--- config.mk ---
export PLATFORM = sky130hd
export DESIGN_NAME = btn_event_gen_flat
export DESIGN_NICKNAME = d
export VERILOG_FILES = /design/src/rtl/btn_pkg.sv /design/src/rtl/btn_event_gen_if.sv /design/src/rtl/btn_sync.sv /design/src/rtl/btn_event_gen.sv /design/src/flat_wrapper.sv
export SDC_FILE = /design/constraint.sdc
export NUM_CORES = 1
export LEC_CHECK = 0
export CAP_MARGIN = 10
export CORE_ASPECT_RATIO = 2
export CORE_UTILIZATION = 36
export CTS_BUF_LIST = sky130_fd_sc_hd__clkbuf_16
export DETAILED_ROUTE_END_ITERATION = 6
export HOLD_SLACK_MARGIN = 0.12
export PLACE_DENSITY_LB_ADDON = 0.08
export SLEW_MARGIN = 15
export SYNTH_ARGS = -nofsm -noshare
export SYNTH_HDL_FRONTEND = slang
export SYNTH_SLANG_ARGS = --single-unit
--- constraint.sdc ---
create_clock -name clk -period 2.6 [get_ports clk]
set_input_delay 0.78 -clock clk [delete_from_list [all_inputs] [get_ports clk]]
set_output_delay 0.78 -clock clk [all_outputs]
set_load 0.01 [all_outputs]
--- src/rtl/btn_pkg.sv ---
// Shared types and 27 MHz timing defaults for the push-button event generator.
// Latency: none (types and constants only).
// Backpressure: none.
package btn_pkg;

   // Button FSM: released, held below the long-press threshold, held past it
   typedef enum logic [1:0] {
      IDLE      = 2'd0,
      HELD      = 2'd1,
      LONG_HELD = 2'd2
   } btn_state_t;

   // Cycle counts for a 27 MHz board clock
   localparam int unsigned DEBOUNCE_10MS = 270_000;
   localparam int unsigned LONG_500MS    = 13_500_000;
   localparam int unsigned REPEAT_100MS  = 2_700_000;

endpackage

--- src/rtl/btn_event_gen_if.sv ---
// Bundle between one board button pin, its event generator and the consumer logic.
// Latency: none (wires only).
// Backpressure: none; event strobes last one cycle and must be sampled every cycle.
interface btn_event_gen_if;

   logic btn_n;          // raw pin, active low, asynchronous
   logic pressed;        // debounced level
   logic press_pulse;    // accepted press (and auto-repeat)
   logic release_pulse;  // accepted release
   logic long_pulse;     // hold reached the long-press threshold

   // Producer side: the event generator
   modport master (
      input  btn_n,
      output pressed,
      output press_pulse,
      output release_pulse,
      output long_pulse
   );

   // Board/consumer side: owns the pin, receives the events
   modport slave (
      output btn_n,
      input  pressed,
      input  press_pulse,
      input  release_pulse,
      input  long_pulse
   );

endinterface

--- src/rtl/btn_sync.sv ---
// Two-flop synchronizer for one asynchronous pin, with configurable reset value.
// Latency: 2 cycles from pin change to q.
// Backpressure: none.
module btn_sync #(
   parameter logic RST_VAL = 1'b1
) (
   input  logic clk,
   input  logic rst,
   input  logic d,
   output logic q
);

   logic meta;

   // Shift the pin through two flops; reset loads the idle level
   always_ff @(posedge clk) begin
      if (rst) begin
         meta <= RST_VAL;
         q    <= RST_VAL;
      end else begin
         meta <= d;
         q    <= meta;
      end
   end

endmodule

--- src/rtl/btn_event_gen.sv ---
// Debounces one active-low button into a level plus press/release/long-press strobes; BTN_AUTOREPEAT_EN adds repeat presses.
// Latency: clean pin edge to press_pulse/release_pulse is 2+DEBOUNCE_CYCLES cycles; long_pulse LONG_CYCLES after press_pulse.
// Backpressure: none; strobes are one cycle wide and at most one is high per cycle.
module btn_event_gen
   import btn_pkg::*;
#(
   parameter int unsigned DEBOUNCE_CYCLES = DEBOUNCE_10MS,
   parameter int unsigned LONG_CYCLES     = LONG_500MS,
   parameter int unsigned REPEAT_CYCLES   = REPEAT_100MS
) (
   input  logic           clk,
   input  logic           rst,
   btn_event_gen_if.master bus
);

   localparam int unsigned DW = $clog2(DEBOUNCE_CYCLES + 1);
   localparam int unsigned HW = $clog2(LONG_CYCLES + 1);
   localparam logic [DW-1:0] DEB_LAST  = DW'(DEBOUNCE_CYCLES - 1);
   localparam logic [HW-1:0] HOLD_LAST = HW'(LONG_CYCLES - 1);
   localparam logic [HW-1:0] HOLD_MAX  = HW'(LONG_CYCLES);

   // All counts must be at least one cycle for the compare-at-last scheme to work
   if (DEBOUNCE_CYCLES == 0 || LONG_CYCLES == 0 || REPEAT_CYCLES == 0) begin : g_bad_params
      $error("btn_event_gen: cycle counts must be non-zero");
   end

   // ------------------------------------------------------------------
   // Synchronizer and debounce
   // ------------------------------------------------------------------
   logic          s_n;       // synchronized pin, active low
   logic          acc_n;     // accepted (debounced) level, active low
   logic [DW-1:0] deb_cnt;
   logic          differ;
   logic          accept;
   logic          press_evt;
   logic          rel_evt;

   btn_sync #(.RST_VAL(1'b1)) u_sync (
      .clk (clk),
      .rst (rst),
      .d   (bus.btn_n),
      .q   (s_n)
   );

   assign differ    = (s_n != acc_n);
   assign accept    = differ && (deb_cnt == DEB_LAST);
   assign press_evt = accept && !s_n;
   assign rel_evt   = accept && s_n;

   // Count consecutive differing cycles; any matching cycle restarts the count
   always_ff @(posedge clk) begin
      if (rst) begin
         acc_n   <= 1'b1;
         deb_cnt <= '0;
      end else if (!differ) begin
         deb_cnt <= '0;
      end else if (deb_cnt == DEB_LAST) begin
         acc_n   <= s_n;
         deb_cnt <= '0;
      end else begin
         deb_cnt <= deb_cnt + DW'(1);
      end
   end

   // ------------------------------------------------------------------
   // Hold FSM
   // ------------------------------------------------------------------
   btn_state_t    state;
   btn_state_t    state_nxt;
   logic [HW-1:0] hold_cnt;
   logic [HW-1:0] hold_nxt;
   logic          rep_wrap;   // a repeat press is due this cycle
   logic          press_nxt;
   logic          rel_nxt;
   logic          long_nxt;
   logic          press_q;
   logic          rel_q;
   logic          long_q;

`ifdef BTN_AUTOREPEAT_EN
   localparam int unsigned RW = $clog2(REPEAT_CYCLES + 1);
   localparam logic [RW-1:0] REP_LAST = RW'(REPEAT_CYCLES - 1);

   logic [RW-1:0] rep_cnt;

   // Release beats a repeat landing in the same cycle
   assign rep_wrap = (state == LONG_HELD) && !rel_evt && (rep_cnt == REP_LAST);

   // Count LONG_HELD cycles; restart on each repeat and outside LONG_HELD
   always_ff @(posedge clk) begin
      if (rst) begin
         rep_cnt <= '0;
      end else if (state != LONG_HELD || rep_wrap) begin
         rep_cnt <= '0;
      end else begin
         rep_cnt <= rep_cnt + RW'(1);
      end
   end
`else
   assign rep_wrap = 1'b0;
`endif

   // State, hold counter and registered outputs
   always_ff @(posedge clk) begin
      if (rst) begin
         state    <= IDLE;
         hold_cnt <= '0;
         press_q  <= 1'b0;
         rel_q    <= 1'b0;
         long_q   <= 1'b0;
      end else begin
         state    <= state_nxt;
         hold_cnt <= hold_nxt;
         press_q  <= press_nxt;
         rel_q    <= rel_nxt;
         long_q   <= long_nxt;
      end
   end

   // Transitions; release is checked before the long threshold so it wins ties
   always_comb begin
      state_nxt = state;
      hold_nxt  = hold_cnt;
      case (state)
         IDLE: begin
            hold_nxt = '0;
            if (press_evt) begin
               state_nxt = HELD;
            end
         end
         HELD: begin
            if (rel_evt) begin
               state_nxt = IDLE;
               hold_nxt  = '0;
            end else if (hold_cnt == HOLD_LAST) begin
               state_nxt = LONG_HELD;
               hold_nxt  = HOLD_MAX;
            end else begin
               hold_nxt = hold_cnt + HW'(1);
            end
         end
         LONG_HELD: begin
            // hold counter stays saturated at HOLD_MAX
            if (rel_evt) begin
               state_nxt = IDLE;
               hold_nxt  = '0;
            end
         end
         default: begin
            state_nxt = IDLE;
            hold_nxt  = '0;
         end
      endcase
   end

   // Strobes for the cycle after each transition; mutually exclusive by state
   always_comb begin
      press_nxt = 1'b0;
      rel_nxt   = 1'b0;
      long_nxt  = 1'b0;
      case (state)
         IDLE: begin
            press_nxt = press_evt;
         end
         HELD: begin
            rel_nxt  = rel_evt;
            long_nxt = !rel_evt && (hold_cnt == HOLD_LAST);
         end
         LONG_HELD: begin
            rel_nxt   = rel_evt;
            press_nxt = rep_wrap;
         end
         default: begin
            press_nxt = 1'b0;
         end
      endcase
   end

   assign bus.pressed       = (state != IDLE);
   assign bus.press_pulse   = press_q;
   assign bus.release_pulse = rel_q;
   assign bus.long_pulse    = long_q;

endmodule

--- src/flat_wrapper.sv ---
// flat-port wrapper written by rule: the top's interface ports become plain ports
module btn_event_gen_flat import btn_pkg::*;
#(
   parameter int unsigned DEBOUNCE_CYCLES = DEBOUNCE_10MS,
   parameter int unsigned LONG_CYCLES     = LONG_500MS,
   parameter int unsigned REPEAT_CYCLES   = REPEAT_100MS
)
  (clk, rst, bus_btn_n, bus_pressed, bus_press_pulse, bus_release_pulse, bus_long_pulse);
  btn_event_gen_if bus_i ();
  input  logic clk;
  input  logic rst;
  input wire logic [$bits(bus_i.btn_n)-1:0] bus_btn_n;
  output wire logic [$bits(bus_i.pressed)-1:0] bus_pressed;
  output wire logic [$bits(bus_i.press_pulse)-1:0] bus_press_pulse;
  output wire logic [$bits(bus_i.release_pulse)-1:0] bus_release_pulse;
  output wire logic [$bits(bus_i.long_pulse)-1:0] bus_long_pulse;
  assign bus_i.btn_n = bus_btn_n;
  assign bus_pressed = bus_i.pressed;
  assign bus_press_pulse = bus_i.press_pulse;
  assign bus_release_pulse = bus_i.release_pulse;
  assign bus_long_pulse = bus_i.long_pulse;
  btn_event_gen #(.DEBOUNCE_CYCLES(DEBOUNCE_CYCLES), .LONG_CYCLES(LONG_CYCLES), .REPEAT_CYCLES(REPEAT_CYCLES)) u_core (.clk(clk), .rst(rst), .bus(bus_i));
endmodule
## After elaboration in Yosys (flattened, before gate mapping)

Cells that the tools add are included.

- Multiplexer cells: 9
- Equal/unequal tests: 8
- $add $sub $neg: 2
- Bitwise logic cells: 4
- Reductions and logical operators: 15

Operators with widths:

| operator | number |
|---|---|
| $mux 24 | 3 |
| $pmux 24 s2 | 1 |
| $add 24x1->24 const B | 1 |
| $eq 24x24->1 const B | 1 |
| $add 19x1->19 const B | 1 |
| $eq 19x19->1 const B | 1 |
| $mux 2 | 4 |
| $reduce_or 2->1 | 4 |
| $pmux 2 s3 | 1 |
| $logic_and 1x1->1 | 4 |
| $ne 2x1->1 const B | 2 |
| $not 1->1 | 4 |
| $ne 3x1->1 const B | 1 |
| $reduce_and 3->1 | 1 |
| $reduce_or 3->1 | 1 |
| $eq 2x1->1 const B | 1 |
| $eq 2x2->1 const B | 1 |
| $logic_not 1->1 | 2 |
| $logic_not 2->1 | 1 |
| $reduce_and 2->1 | 1 |
| $reduce_bool 2->1 | 1 |
| $ne 1x1->1 | 1 |

- Word-level logic and storage cells: 47
- Input bits: 3
- Output and inout bits: 4
- Register bits: 51

## Depth between registers and ports, before layout

- Depth after elaboration: 5
- Depth in mapped cells: 8

## By module

Synthesis repeated with hierarchy kept, for this count alone.

- Cells, all modules: 325
- Area, all modules: 2708.8 um2

Modules (own cells, without submodules):

| module | area an instance (um2) | cells each | instances |
|---|---|---|---|
| btn_event_gen | 2656.3 | 321 | 1 |
| btn_sync | 52.6 | 4 | 1 |

## Worst setup path after synthesis

No wires, ideal clock.

- Kind: register to register
- Start: register u_core.hold_cnt[0]
- End: register u_core.state[0]
- Path slack: 0.681 ns
- Period minus slack after synthesis: 1.919 ns
- Path buffers: 0
- Stages on the path, launching flop included: 7
- Library setup time: 0.073 ns
- Arrival time: 1.846 ns
- Cells stage by stage: dfxtp_1 > ha_1 > and4_1 > nand4_1 > o31a_1 > or4_4 > o211ai_2

- Word-level cells in the longest chain between the ends: 3

Ends and longest elaborated chain:

| what | RTL line | source |
|---|---|---|
| from (decl) | btn_event_gen.sv:70 | `logic [HW-1:0] hold_cnt;` |
| from (signal assigned) | btn_event_gen.sv:113 | `hold_cnt <= hold_nxt;` |
| $eq 24x24->1 | btn_event_gen.sv:135 | `end else if (hold_cnt == HOLD_LAST) begin` |
| $ne 3x1->1 (no line) | - |  |
| $reduce_and 3->1 (no line) | - |  |
| to (signal assigned) | btn_event_gen.sv:112 | `state <= state_nxt;` |
| to (decl) | btn_event_gen.sv:68 | `btn_state_t state;` |

No other way between the ends.
A chain may end at the register's enable or synchronous reset.

## Final worst setup path

- Start: register u_core.state[0]
- End: output bus_pressed

- Word-level cells in the longest chain between the ends: 1

Ends and longest elaborated chain:

| what | RTL line | source |
|---|---|---|
| $reduce_bool 2->1 | btn_event_gen.sv:179 | `assign bus.pressed = (state != IDLE);` |
| to (decl) | flat_wrapper.sv:13 | `output wire logic [$bits(bus_i.pressed)-1:0] bus_pressed;` |

No other way between the ends.

==> impl_metrics.ini <==
[min_path]
hold_class = reg2reg
hp-start = u_core.u_sync.meta

[synthesis]
synthArstFlopShare_pct = 0
synth_cell_types = 48
synth.most_common_cell = dfxtp_1
synth_edf_count = 0
synth.cell_area_sq_um = 2535
synth.largest_area_cell = dfxtp_1
netlist.area_leader.share_pct = 40.28
synthTopCellsByArea = dfxtp_1 (40%), nor2_1 (5.2%), nand2_1 (4.4%), a21oi_1 (4.1%), xor2_1 (3.8%)
synth_nets = 312
synthFlopType = dfxtp_1
ys_seq_area_share_pct = 40.28
syn-instance-count = 304
ys_ff_latch = 51
synth_common_cells = dfxtp_1 (51), nor2_1 (35), nand2_1 (30), a21oi_1 (21)
yosys_warnings = 0
syn_avg_cell_area_sq_um = 8.339

[critical_path]
cp_data_arrival_time_ns = 1.59
cp_top_family = buffers and inverters
start_kind = flip-flop
crit_fanout = 3
cp_cell_sequence = inv_1, ha_1, inv_1, clkdlybuf4s50_1
crit_top_cell = inv_1
max_stage_delay_ns = 0.53
crit_required_ns = 1.82
startpoint = u_core.state[0]
crit_path_top_delay_cell = clkdlybuf4s50_1
cp-end-kind = primary output
critical_path_buf_inv_count = 3
crit_type = reg2out
r2r-start = u_core.deb_cnt[15]

[global_routing]
grt_max_degree = 20
antenna_found_initial = 0
grt_pass1_wl_microns = 10530
grt.total_usage_pct = 19.46
grt-ovfl-total = 0
grt_pass1_vias = 2263

[cells_and_area]
multi_input_area_sq_um = 1414
fin_nets = 329
drive_gt1_share_pct = 10.28
fin_util_pct = 42.95
diodes = 0
fill_cells = 725
syn_to_final_growth_pct = 13.97
seqCellArea_sq_um = 1021

[sta]
finalSetupViolCount = 0
rsz0062_at_grt = false
finClkSkew_ns = 0.006089
fin_crit_ns = 2.368
fin_crit_sh_pct = 91.07
maxSlewHeadroom_pct = 62.99
max_freq_ghz = 0.4223
drv_slew = 0
worst_slew_pin_slew_ns = 0.5539
fin_setup_tns_ns = 0
hold_viol_final = 0

[detailed_routing]
totalWireLength_microns = 6318
wire_per_inst_microns = 15.45
drtPass1Iterations = 4
postRouteAntennaNets = 0
vias = 2217
vias_per_cell = 5.421
drt_iter0_drc = 114
drc = 0

[placed_design]
gp_congestion = 0.7867
hpwl_microns = 4798
port_buffers = 6

[power_and_ir_drop]
vdd_drop_max_uv = 369.7
power.leakage_nw = 0.9632
p_per_area_nw_per_um2 = 510.9

[clock_tree]
cts_hold_buf = 0
cts_num_sinks = 51
clk_path_buf_depth = 2
clock_latency_ns = 0.29
numCtsBuffers = 5
clock_tree.root_cell = clkbuf_16
h-tree-depth = 2
cts_setup_buffers = 0
cts_tree = done
post_cts_resized = 0
cts.clk_slew.worst_paths_ns = 0.07

[run_status]
status = completed

[floorplan]
die_height_microns = 120.7
top_level_ports = 7
fp-row-count = 42
start_util_pct = 37.69
dieWidth_microns = 61.34
fp.coreArea_sq_um = 6726
die_area_sq_um = 7401

[run]
maxCapViolCount = 0
[sequential cells by signal (all words and copies together) (netlist names)]
signal / cells
u_core.u_sync.q: 1
u_core.hold_cnt: 24
u_core.deb_cnt: 19
u_core.state: 2
u_core.u_sync.meta: 1
u_core.bus.release_pulse: 1
u_core.bus.long_pulse: 1
u_core.acc_n: 1
u_core.bus.press_pulse: 1
[kinds of logic after synthesis]
group | after synthesis | share of synthesized area (%)
simple gates | 149 | 32.97
compound gates | 59 | 14.12
flops | 51 | 40.28
buf+inv | 22 | 3.948
xor+xnor | 18 | 6.219
fa+ha+maj | 5 | 2.468
[final timing paths]
path / to / slack (ns) / cells past startpoint
setup / recovery: bus_pressed / 0.23 / 4
setup reg to reg: u_core.hold_cnt[21] / 0.43 / 6
hold / removal: u_core.u_sync.q / 0.41 / 1
hold reg to reg: u_core.u_sync.q / 0.41 / 1
[metrics by stage]
step                hold slack [ns]  worst slack, ns  std cells  total power [W]  instance area (sq um)
floorplan                    0.3895           0.6806        304        0.0008406                   2535
global placement             0.4021           0.4162        402        0.0008686                   2755
detailed placement           0.4006           0.3773        402        0.0008685                   2755
CTS                          0.4169           0.2099        409         0.001500                   2889
global route                 0.4213           0.1456        409         0.001537                   2889
finish                       0.4148           0.2323        409         0.001476                   2889
[per-layer routing]
layer,vias up,share of wire (%),GRT usage (%)
li1,1128,-,-
met1,1044,37,17.57
met5,-,0,0
met2,26,56,36.89
met4,0,5.2,11.94
met3,19,1.5,3.316
[cells in the final DEF, fill, tap and decap left out, types with 2 or more instances in the layout]
cell type	count
a211oi_1	2
a21o_1	3
a21oi_1	21
a31oi_1	4
and3_1	3
and4_1	5
buf_4	14
clkbuf_16	5
clkdlybuf4s50_1	6
clkinv_1	2
dfxtp_1	51
ha_1	5
inv_1	11
nand2_1	30
nand2b_1	2
nand3_1	13
nand4_1	15
nor2_1	35
nor3_1	9
nor3b_1	2
nor4_1	4
o21ai_0	15
o31a_1	2
o31ai_1	5
or2_2	4
or3_1	8
or4_1	7
xnor2_1	7
xor2_1	11
[layout make-up]
cell class / count / area share (%)
clock buffer: 5 / 4.331
multi-input combinational: 231 / 48.94
timing repair buffer: 20 / 5.717
inverter: 12 / 1.559
sequential: 51 / 35.34
tap: 88 / 3.811
clock inverter: 2 / 0.3032
[report_power, final]
group	total, W	switching, W	leakage (nW)	internal, W
Combinational	0.0000631	0.0000392	0.485	0.0000239
Clock	0.000627	0.000280	0.0671	0.000347
Sequential	0.000786	0.00000213	0.411	0.000784
[worst register-to-register path, stage by stage, from the launching register on]
cell     delay (ns)
dfxtp_1        0.34
nor4_1         0.50
and4b_1        0.37
a21oi_2        0.07
buf_4          0.18
or4_1          0.51
a21oi_1        0.14
Power figures use the tool's default switching activity.
==> patch (same flow settings) <==
Add a define of `BTN_AUTOREPEAT_EN`.
--- a/src/rtl/btn_event_gen.sv
+++ b/src/rtl/btn_event_gen.sv
@@ -3,2 +3,4 @@
 // Backpressure: none; strobes are one cycle wide and at most one is high per cycle.
+`define BTN_AUTOREPEAT_EN
+
 module btn_event_gen
Function: same outputs for any inputs over 10 cycles, from zero or initial values and one cycle with rst high; that may be too few to reach the edited logic, so the function may still have changed.
==> patch against the original RTL <==
  * Non-clock buffer count shrank 3
  * Via count grew 31%
  * Total power grew 66%
  * Sequential share of layout area grew 0.63 points
  * Register-to-register slack gained 30 ps
  * Combinational power shrank 67%
  * Synthesized area grew 39%
  * Worst setup slack lost 65 ps
  * Design area grew 41%
  * Routed wire length grew 38%
  * Sequential cell count grew 22
  * Die area grew 38%
==> patch: results (changes against the original RTL) <==
metric,value,unit,change
regToRegStartpoint,u_core.deb_cnt[0],,
wl,8735,um,+38%
synth_fa_ha_area_frac,0.02123,,-0.003448
tightestPinTransition,514.2,ps,-39.63 ps
grt_pass1_wl,14670,um,+39%
synth_fp_nets,422,,+35%
viasPerCell,5.204,,-4.0%
reg2reg_to,u_core.hold_cnt[7],,
drive_above_1_share,0.07907,,-0.02373
status,"complete, no violations",,
gr-usage-all-layers,0.1900,,-0.004646
finClkSkew,6.047,ps,-0.04188 ps
whs,408.5,ps,-6.309 ps
clock_latency,340,ps,+50 ps
vdd_drop_max,0.3580,mV,-3.2%
internal_power,1.960,mW,+70%
ys_types,54,,+13%
synth_xor_area_frac,0.09165,,+0.02946
synthTopCellsByArea,"dfxtp_1 (41%), nor2_1 (6.1%), xor2_1 (5.9%)",,
reg_top3,"u_core.hold_cnt: 24 flops, u_core.rep_cnt: 22 flops, u_core.deb_cnt: 19 flops",,
dp_hpwl,6605,um,+38%
drt_iter0_drc,150,,+32%
synthTopCellsByCount,"dfxtp_1 (73), nor2_1 (57), nand2_1 (30)",,
grt_max_degree,22,,+10%
synth_compound_area_frac,0.1270,,-0.01413
place_congestion,0.8152,,+3.6%
cts_buffers,9,,+4
synth.mux.area_fraction,0.005662,,+0.005662
rrSetupSlack,460,ps,+30 ps
fillCellCount,994,,+37%
grt_pass1_vias,2961,,+31%
pre_cts_ws,243.8,ps,-133.5 ps
leakage,1.266,nW,+31%
==> patch: worst max-delay path, cell delays in order, from the launching register on <==
cell             delay (ps)
dfxtp_1                 350
inv_1                    90
ha_1                    230
inv_1                   110
clkdlybuf4s50_1         550
==> patch: power by group through the flow <==
stage                     Combinational (mW)  Clock [mW]  Sequential (mW)
final                                 0.0209        1.30             1.12
after global routing                  0.0237        1.40             1.12
after CTS                             0.0217        1.35             1.12
after detailed placement              0.0217           0             1.15
after global placement                0.0214           0             1.15
after floorplan                       0.0126           0             1.15
==> patch: worst max path at each step <==
stage	from	endpoint	slack (ps)	cells past startpoint
after floorplan	u_core.deb_cnt[0]	u_core.hold_cnt[15]	610	9
after global placement	rst	u_core.hold_cnt[4]	260	4
after detailed placement	rst	u_core.hold_cnt[4]	240	4
after CTS	u_core.state[0]	bus_pressed	170	4
after global routing	u_core.state[0]	bus_pressed	70	4
final	u_core.state[0]	bus_pressed	170	4
==> patch: stage by stage <==
| stage | instance area, sq um | std cells |
|---|---|---|
| after floorplan | 3536 | 413 |
| after global placement | 3752 | 544 |
| after detailed placement | 3752 | 544 |
| after CTS | 4063 | 560 |
| after global routing | 4063 | 560 |
| final | 4063 | 560 |
==> patch: layer usage <==
| metal | wire length [um] | vias up | global-route usage |
|---|---|---|---|
| met5 | 0 | - | 0 |
| met2 | 5046 | 22 | 0.3684 |
| met1 | 3304 | 1372 | 0.1853 |
| met3 | 119 | 18 | 0.02904 |
| met4 | 266 | 0 | 0.09804 |
| li1 | - | 1502 | - |
==> patch: logic make-up (layout without fill, tap and decap cells) <==
family | Yosys count | after routing
and+or+nand+nor | 200 | 200
muxes | 2 | 2
buffers and inverters | 30 | 47
xor gates and xnor gates | 37 | 37
AOI/OAI and AO/OA | 65 | 65
adders and majority gates | 6 | 6
DFF | 73 | 73
==> patch: layout make-up <==
type	instances	area [sq um]	share of cell area
flip-flops and latches	73	1461	0.3597
well taps	130	162.7	0.04004
repair buffers	17	142.6	0.03511
multi-input cells	310	1933	0.4758
clock buffers	9	225.2	0.05544
inverters	14	52.55	0.01294
clock inverters	7	85.08	0.02094
